<file path="config.mk">
export PLATFORM = sky130hd
export DESIGN_NAME = wb_mem_arbiter
export DESIGN_NICKNAME = d
export VERILOG_FILES = /design/src/rtl/wb_mem_arbiter.sv
export SDC_FILE = /design/constraint.sdc
export NUM_CORES = 1
export LEC_CHECK = 0
export CORE_MARGIN = 5
export CORE_UTILIZATION = 43
export DETAILED_ROUTE_END_ITERATION = 12
export HOLD_SLACK_MARGIN = 0.05
export PLACE_DENSITY = 0.95
export SLEW_MARGIN = 20
export SYNTH_ARGS = -nofsm -noshare
export SYNTH_HDL_FRONTEND = slang
export SYNTH_SLANG_ARGS = --single-unit
</file>
<file path="constraint.sdc">
create_clock -name clk -period 3.4 [get_ports clk]
set_input_delay 0.51 -clock clk [delete_from_list [all_inputs] [get_ports clk]]
set_output_delay 0.51 -clock clk [all_outputs]
set_load 0.02 [all_outputs]
</file>
<file path="src/rtl/wb_mem_arbiter.sv">
// Round-robin arbiter sharing one single-port Wishbone-style memory slave among NUM_M masters.
// Each grant holds the strobe until s_ack or timeout, then pulses the ack back to the winner only.
module wb_mem_arbiter #(
  parameter int NUM_M   = 4,
  parameter int AW      = 8,
  parameter int DW      = 8,
  parameter int TIMEOUT = 16
) (
  input  logic                clk,
  input  logic                rst,
  input  logic [NUM_M-1:0]    m_req,
  input  logic [NUM_M-1:0]    m_we,
  input  logic [NUM_M*AW-1:0] m_addr,
  input  logic [NUM_M*DW-1:0] m_wdata,
  output logic [NUM_M-1:0]    m_gnt,
  output logic [NUM_M-1:0]    m_ack,
  output logic                m_err,
  output logic [DW-1:0]       m_rdata,
  output logic                s_strb,
  output logic                s_we,
  output logic [AW-1:0]       s_addr,
  output logic [DW-1:0]       s_wdata,
  input  logic [DW-1:0]       s_rdata,
  input  logic                s_ack
);

  localparam int IW = (NUM_M > 1) ? $clog2(NUM_M) : 1;
  localparam int CW = (TIMEOUT > 1) ? $clog2(TIMEOUT) : 1;

  typedef enum logic [1:0] {IDLE, BUSY, RESP} state_t;

  state_t        state;
  logic [IW-1:0] last, g, pick, idx;
  logic          found;
  logic [CW-1:0] cnt;

  // First requester strictly after the last winner, wrapping around.
  always_comb begin
    pick  = '0;
    idx   = '0;
    found = 1'b0;
    for (int k = 1; k <= NUM_M; k++) begin
      idx = IW'((int'(last) + k) % NUM_M);
      if (!found && m_req[idx]) begin
        found = 1'b1;
        pick  = idx;
      end
    end
  end

  always_ff @(posedge clk) begin
    if (rst) begin
      state   <= IDLE;
      last    <= IW'(NUM_M - 1);
      g       <= '0;
      cnt     <= '0;
      m_gnt   <= '0;
      m_ack   <= '0;
      m_err   <= 1'b0;
      m_rdata <= '0;
      s_strb  <= 1'b0;
      s_we    <= 1'b0;
      s_addr  <= '0;
      s_wdata <= '0;
    end else begin
      case (state)
        IDLE: begin
          if (found) begin
            g       <= pick;
            m_gnt   <= NUM_M'(1) << pick;
            s_strb  <= 1'b1;
            s_we    <= m_we[pick];
            s_addr  <= m_addr[pick*AW +: AW];
            s_wdata <= m_wdata[pick*DW +: DW];
            cnt     <= '0;
            state   <= BUSY;
          end
        end
        BUSY: begin
          // A slave ack in the timeout cycle still counts as success.
          if (s_ack) begin
            m_rdata <= s_we ? '0 : s_rdata;
            m_ack   <= m_gnt;
            m_err   <= 1'b0;
            s_strb  <= 1'b0;
            state   <= RESP;
          end else if (cnt == CW'(TIMEOUT - 1)) begin
            m_rdata <= '0;
            m_ack   <= m_gnt;
            m_err   <= 1'b1;
            s_strb  <= 1'b0;
            state   <= RESP;
          end else if (cnt != '1) begin
            cnt <= cnt + 1'b1;
          end
        end
        RESP: begin
          last    <= g;
          m_gnt   <= '0;
          m_ack   <= '0;
          m_err   <= 1'b0;
          m_rdata <= '0;
          s_we    <= 1'b0;
          s_addr  <= '0;
          s_wdata <= '0;
          state   <= IDLE;
        end
        default: state <= IDLE;
      endcase
    end
  end

endmodule

</file>
==> metrics.txt <==
# TYPE chip_impl_metric gauge
chip_impl_info{name="outcome",value="finished clean"} 1
chip_impl_metric{name="static-leakage-power",unit="uW"} 0.00136
chip_impl_metric{name="grt_pass1_wl",unit="um"} 12500
chip_impl_info{name="synth.largest_area_cell",value="dfxtp_1"} 1
chip_impl_metric{name="synth_seq_cells",unit=""} 45
chip_impl_metric{name="skew",unit="ns"} 0.0111
chip_impl_metric{name="fp.dieArea",unit="um2"} 6870
chip_impl_metric{name="post_synth_inst_count",unit=""} 254
chip_impl_metric{name="antenna_found_initial",unit=""} 0
chip_impl_metric{name="route.vias.total",unit=""} 2541
chip_impl_metric{name="cts.repair.resized",unit=""} 0
chip_impl_metric{name="gp_routability_congestion",unit=""} 0.847
chip_impl_metric{name="tightestPinTransition",unit="ns"} 0.821
chip_impl_metric{name="synth_cell_type_count",unit=""} 42
chip_impl_metric{name="final_nets",unit=""} 452
chip_impl_metric{name="drt_drc_violations_left",unit=""} 0
chip_impl_metric{name="placementRows",unit=""} 26
chip_impl_metric{name="final-hold-violation-count",unit=""} 0
chip_impl_metric{name="max-slew-margin-rel",unit="%"} 44.9
chip_impl_metric{name="irDropWorstVdd",unit="mV"} 0.340
chip_impl_metric{name="finalHoldWorstSlack",unit="ns"} 0.449
chip_impl_metric{name="totalNegativeSetupSlack",unit="ns"} 0
chip_impl_info{name="cp-end-kind",value="flip-flop"} 1
chip_impl_metric{name="vias_per_cell",unit=""} 5.79
chip_impl_metric{name="antenna_cells",unit=""} 0
chip_impl_metric{name="postSynthAreaPerCell",unit="um2"} 8.99
chip_impl_metric{name="ctsHoldBuffers",unit=""} 0
chip_impl_metric{name="tritoncts.num_buffers",unit=""} 5
chip_impl_info{name="min_delay_worst_endpoint",value="g[1]"} 1
chip_impl_metric{name="overflow",unit=""} 0
chip_impl_metric{name="cts_max_level",unit=""} 2
chip_impl_metric{name="drv_cap",unit=""} 0
chip_impl_info{name="synthTopCellsByCount",value="45 x dfxtp_1, 24 x a21oi_1, 19 x nor2_1"} 1
chip_impl_info{name="hold_path_class",value="reg2reg"} 1
chip_impl_info{name="netlist_top_cells_area",value="dfxtp_1 39%, a221o_1 7.0%, o31ai_1 5.6%"} 1
chip_impl_metric{name="fillCellCount",unit=""} 406
chip_impl_metric{name="drive_gt1_share",unit="%"} 8.67
chip_impl_metric{name="clock.fmax",unit="MHz"} 395
chip_impl_metric{name="required",unit="ns"} 3.58
chip_impl_metric{name="maximum_number_of_pins_on_one_net_before_global_route_repair",unit=""} 27
chip_impl_metric{name="yosysSeqAreaShare",unit="%"} 39.4
chip_impl_metric{name="ys_async_sr_fraction",unit="%"} 0
chip_impl_metric{name="power-per-cell-area",unit="nW/um2"} 394
chip_impl_metric{name="drt_first_pass_iters",unit=""} 4
chip_impl_metric{name="clock-sinks",unit=""} 45
chip_impl_metric{name="grt_util_all_layers",unit="%"} 22.1
chip_impl_metric{name="wl",unit="um"} 7760
chip_impl_info{name="setup_repair_after_global_routing_missed_its_margin",value="no"} 1
chip_impl_metric{name="layout.area.seq",unit="um2"} 901
chip_impl_info{name="worst_setup_path_category",value="in2reg"} 1
chip_impl_metric{name="report.final.setup_viol",unit=""} 0
chip_impl_metric{name="initial_utilization",unit="%"} 44.4
chip_impl_info{name="hold_path.startpoint",value="g[1]"} 1
chip_impl_metric{name="postSynthNetCount",unit=""} 338
chip_impl_metric{name="io-pin-count",unit=""} 118
chip_impl_info{name="cp-start-kind",value="input pin"} 1
chip_impl_info{name="r2r-end",value="s_addr[5]"} 1
chip_impl_metric{name="period_share",unit="%"} 74.5
chip_impl_info{name="ys.flop_type",value="dfxtp_1"} 1
chip_impl_metric{name="clk_pin_slew",unit="ns"} 0.07
chip_impl_metric{name="setup_slack_of_the_most_critical_reg_to_reg_path",unit="ns"} 1.48
chip_impl_metric{name="hpwl",unit="um"} 5680
chip_impl_metric{name="synthDominantCellAreaShare",unit="%"} 39.4
chip_impl_metric{name="ys_warn_count",unit=""} 0
chip_impl_metric{name="detail-route-antenna-nets",unit=""} 0
chip_impl_metric{name="floorplan.die.height",unit="um"} 82.9
chip_impl_metric{name="synth_area",unit="um2"} 2280
chip_impl_info{name="tritoncts",value="yes"} 1
chip_impl_info{name="r2r-start",value="last[0]"} 1
chip_impl_metric{name="slew_viol_final",unit=""} 0
chip_impl_metric{name="design_area",unit="um2"} 3650
chip_impl_metric{name="finalPower",unit="uW"} 1440
chip_impl_metric{name="dpl-instance-area",unit="um2"} 3520
chip_impl_metric{name="multi_input_area",unit="um2"} 1300
chip_impl_metric{name="endpoint_arrival_time_on_the_critical_path",unit="ns"} 2.71
chip_impl_metric{name="postCtsSetupRepairBufs",unit=""} 0
chip_impl_metric{name="design.core.area",unit="um2"} 5140
chip_impl_info{name="clockRootBuffer",value="clkbuf_8"} 1
chip_impl_metric{name="detailedRoute.firstIterationViolations",unit=""} 210
chip_impl_metric{name="detail_route.wl_per_cell",unit="um"} 17.7
chip_impl_metric{name="post-route-min-period",unit="ns"} 2.53
chip_impl_metric{name="grt_pass1_vias",unit=""} 2400
chip_impl_info{name="cell_with_the_most_instances_after_synthesis",value="dfxtp_1"} 1
chip_impl_metric{name="portBuffers",unit=""} 117
chip_impl_metric{name="r2r_cells",unit=""} 6
chip_impl_metric{name="maximum_fanout_count_along_the_critical_path",unit=""} 18
chip_impl_metric{name="flow.area_growth_from_synthesis",unit="%"} 59.6
chip_impl_metric{name="timing.hold.worst_path_depth",unit=""} 2
chip_impl_metric{name="clock_latency",unit="ns"} 0.30
chip_impl_metric{name="cts-root-to-sink-buffers",unit=""} 2
chip_impl_metric{name="post_synth_edffs",unit=""} 0
chip_impl_metric{name="die_w",unit="um"} 82.9
area by class of cell:
cell class              instances  share of cell area [%]
repair buffers                126                    34.0
flip-flops and latches         45                    24.7
clock buffers                   7                    2.37
well taps                      70                    2.40
multi-input cells             189                    35.6
clock inverters                 1                   0.824
inverters                       1                   0.103
through the flow:
stage	worst slack [ns]	utilization, %	instances
6_report	0.867	70.9	439
2_1_floorplan	1.16	-	254
5_1_grt	0.785	70.9	439
3_5_place_dp	0.560	68.6	431
3_3_place_gp	0.634	68.6	431
4_1_cts	0.877	70.8	439
layer usage:
metal  track usage [%]  wire, um  vias up
met5                 0         0        -
met4              8.77       237        0
met3              4.46       605       19
met2              37.3      3820      130
met1              27.4      3100     1181
li1                  -         -     1211
power breakdown:
| part | internal (uW) | switching, uW |
|---|---|---|
| Sequential | 569 | 29.1 |
| Combinational | 229 | 191 |
| Clock | 240 | 181 |
cell usage in the layout, fill, tap and decap left out, types with 2 or more instances in the layout:
cell / count
a22oi_1: 9
clkbuf_8: 6
clkdlybuf4s50_1: 117
nand2_1: 11
nand3b_1: 2
nand2b_1: 5
mux2_2: 9
a21oi_1: 24
o31ai_1: 17
nor2_1: 19
nor4_1: 2
xor2_1: 2
nor2b_1: 4
a221o_1: 16
mux2_1: 7
dfxtp_1: 45
a22o_1: 4
and2_1: 2
buf_4: 9
o21a_1: 2
o21ai_1: 2
o211ai_1: 2
nand3_1: 11
nor3_1: 6
nand4_1: 17
worst max-delay path by stage:
stage | from | to | slack [ns]
3_5_place_dp | m_req[2] | s_addr[5] | 0.56
3_3_place_gp | m_req[3] | s_addr[5] | 0.63
6_report | m_req[2] | s_addr[2] | 0.87
5_1_grt | m_req[3] | s_addr[5] | 0.78
4_1_cts | m_req[3] | s_addr[5] | 0.88
2_1_floorplan | m_req[3] | s_addr[0] | 1.16
critical path, cell delays in order:
cell and delay (ns):
clkdlybuf4s50_1 0.47, nor2_1 0.17, o21a_1 0.61, nor3_4 0.10, buf_4 0.23, mux2_1 0.32
a221o_1 0.29
flip-flops by register name (all words and copies together) (netlist names):
register / count
s_addr: 8
cnt: 4
s_strb: 1
m_ack: 4
g: 2
s_wdata: 8
m_gnt: 4
last: 2
m_err: 1
state: 2
m_rdata: 8
s_we: 1
kinds of logic after synthesis:
group / count (synthesis) / synth area share, %
muxes: 17 / 8.32
xor gates and xnor gates: 3 / 1.15
buffers and inverters: 20 / 3.94
DFF: 45 / 39.4
adders and majority gates: 1 / 0.548
and+or+nand+nor: 84 / 19.6
AOI/OAI and AO/OA: 84 / 27.0
Power figures use the tool's default switching activity.
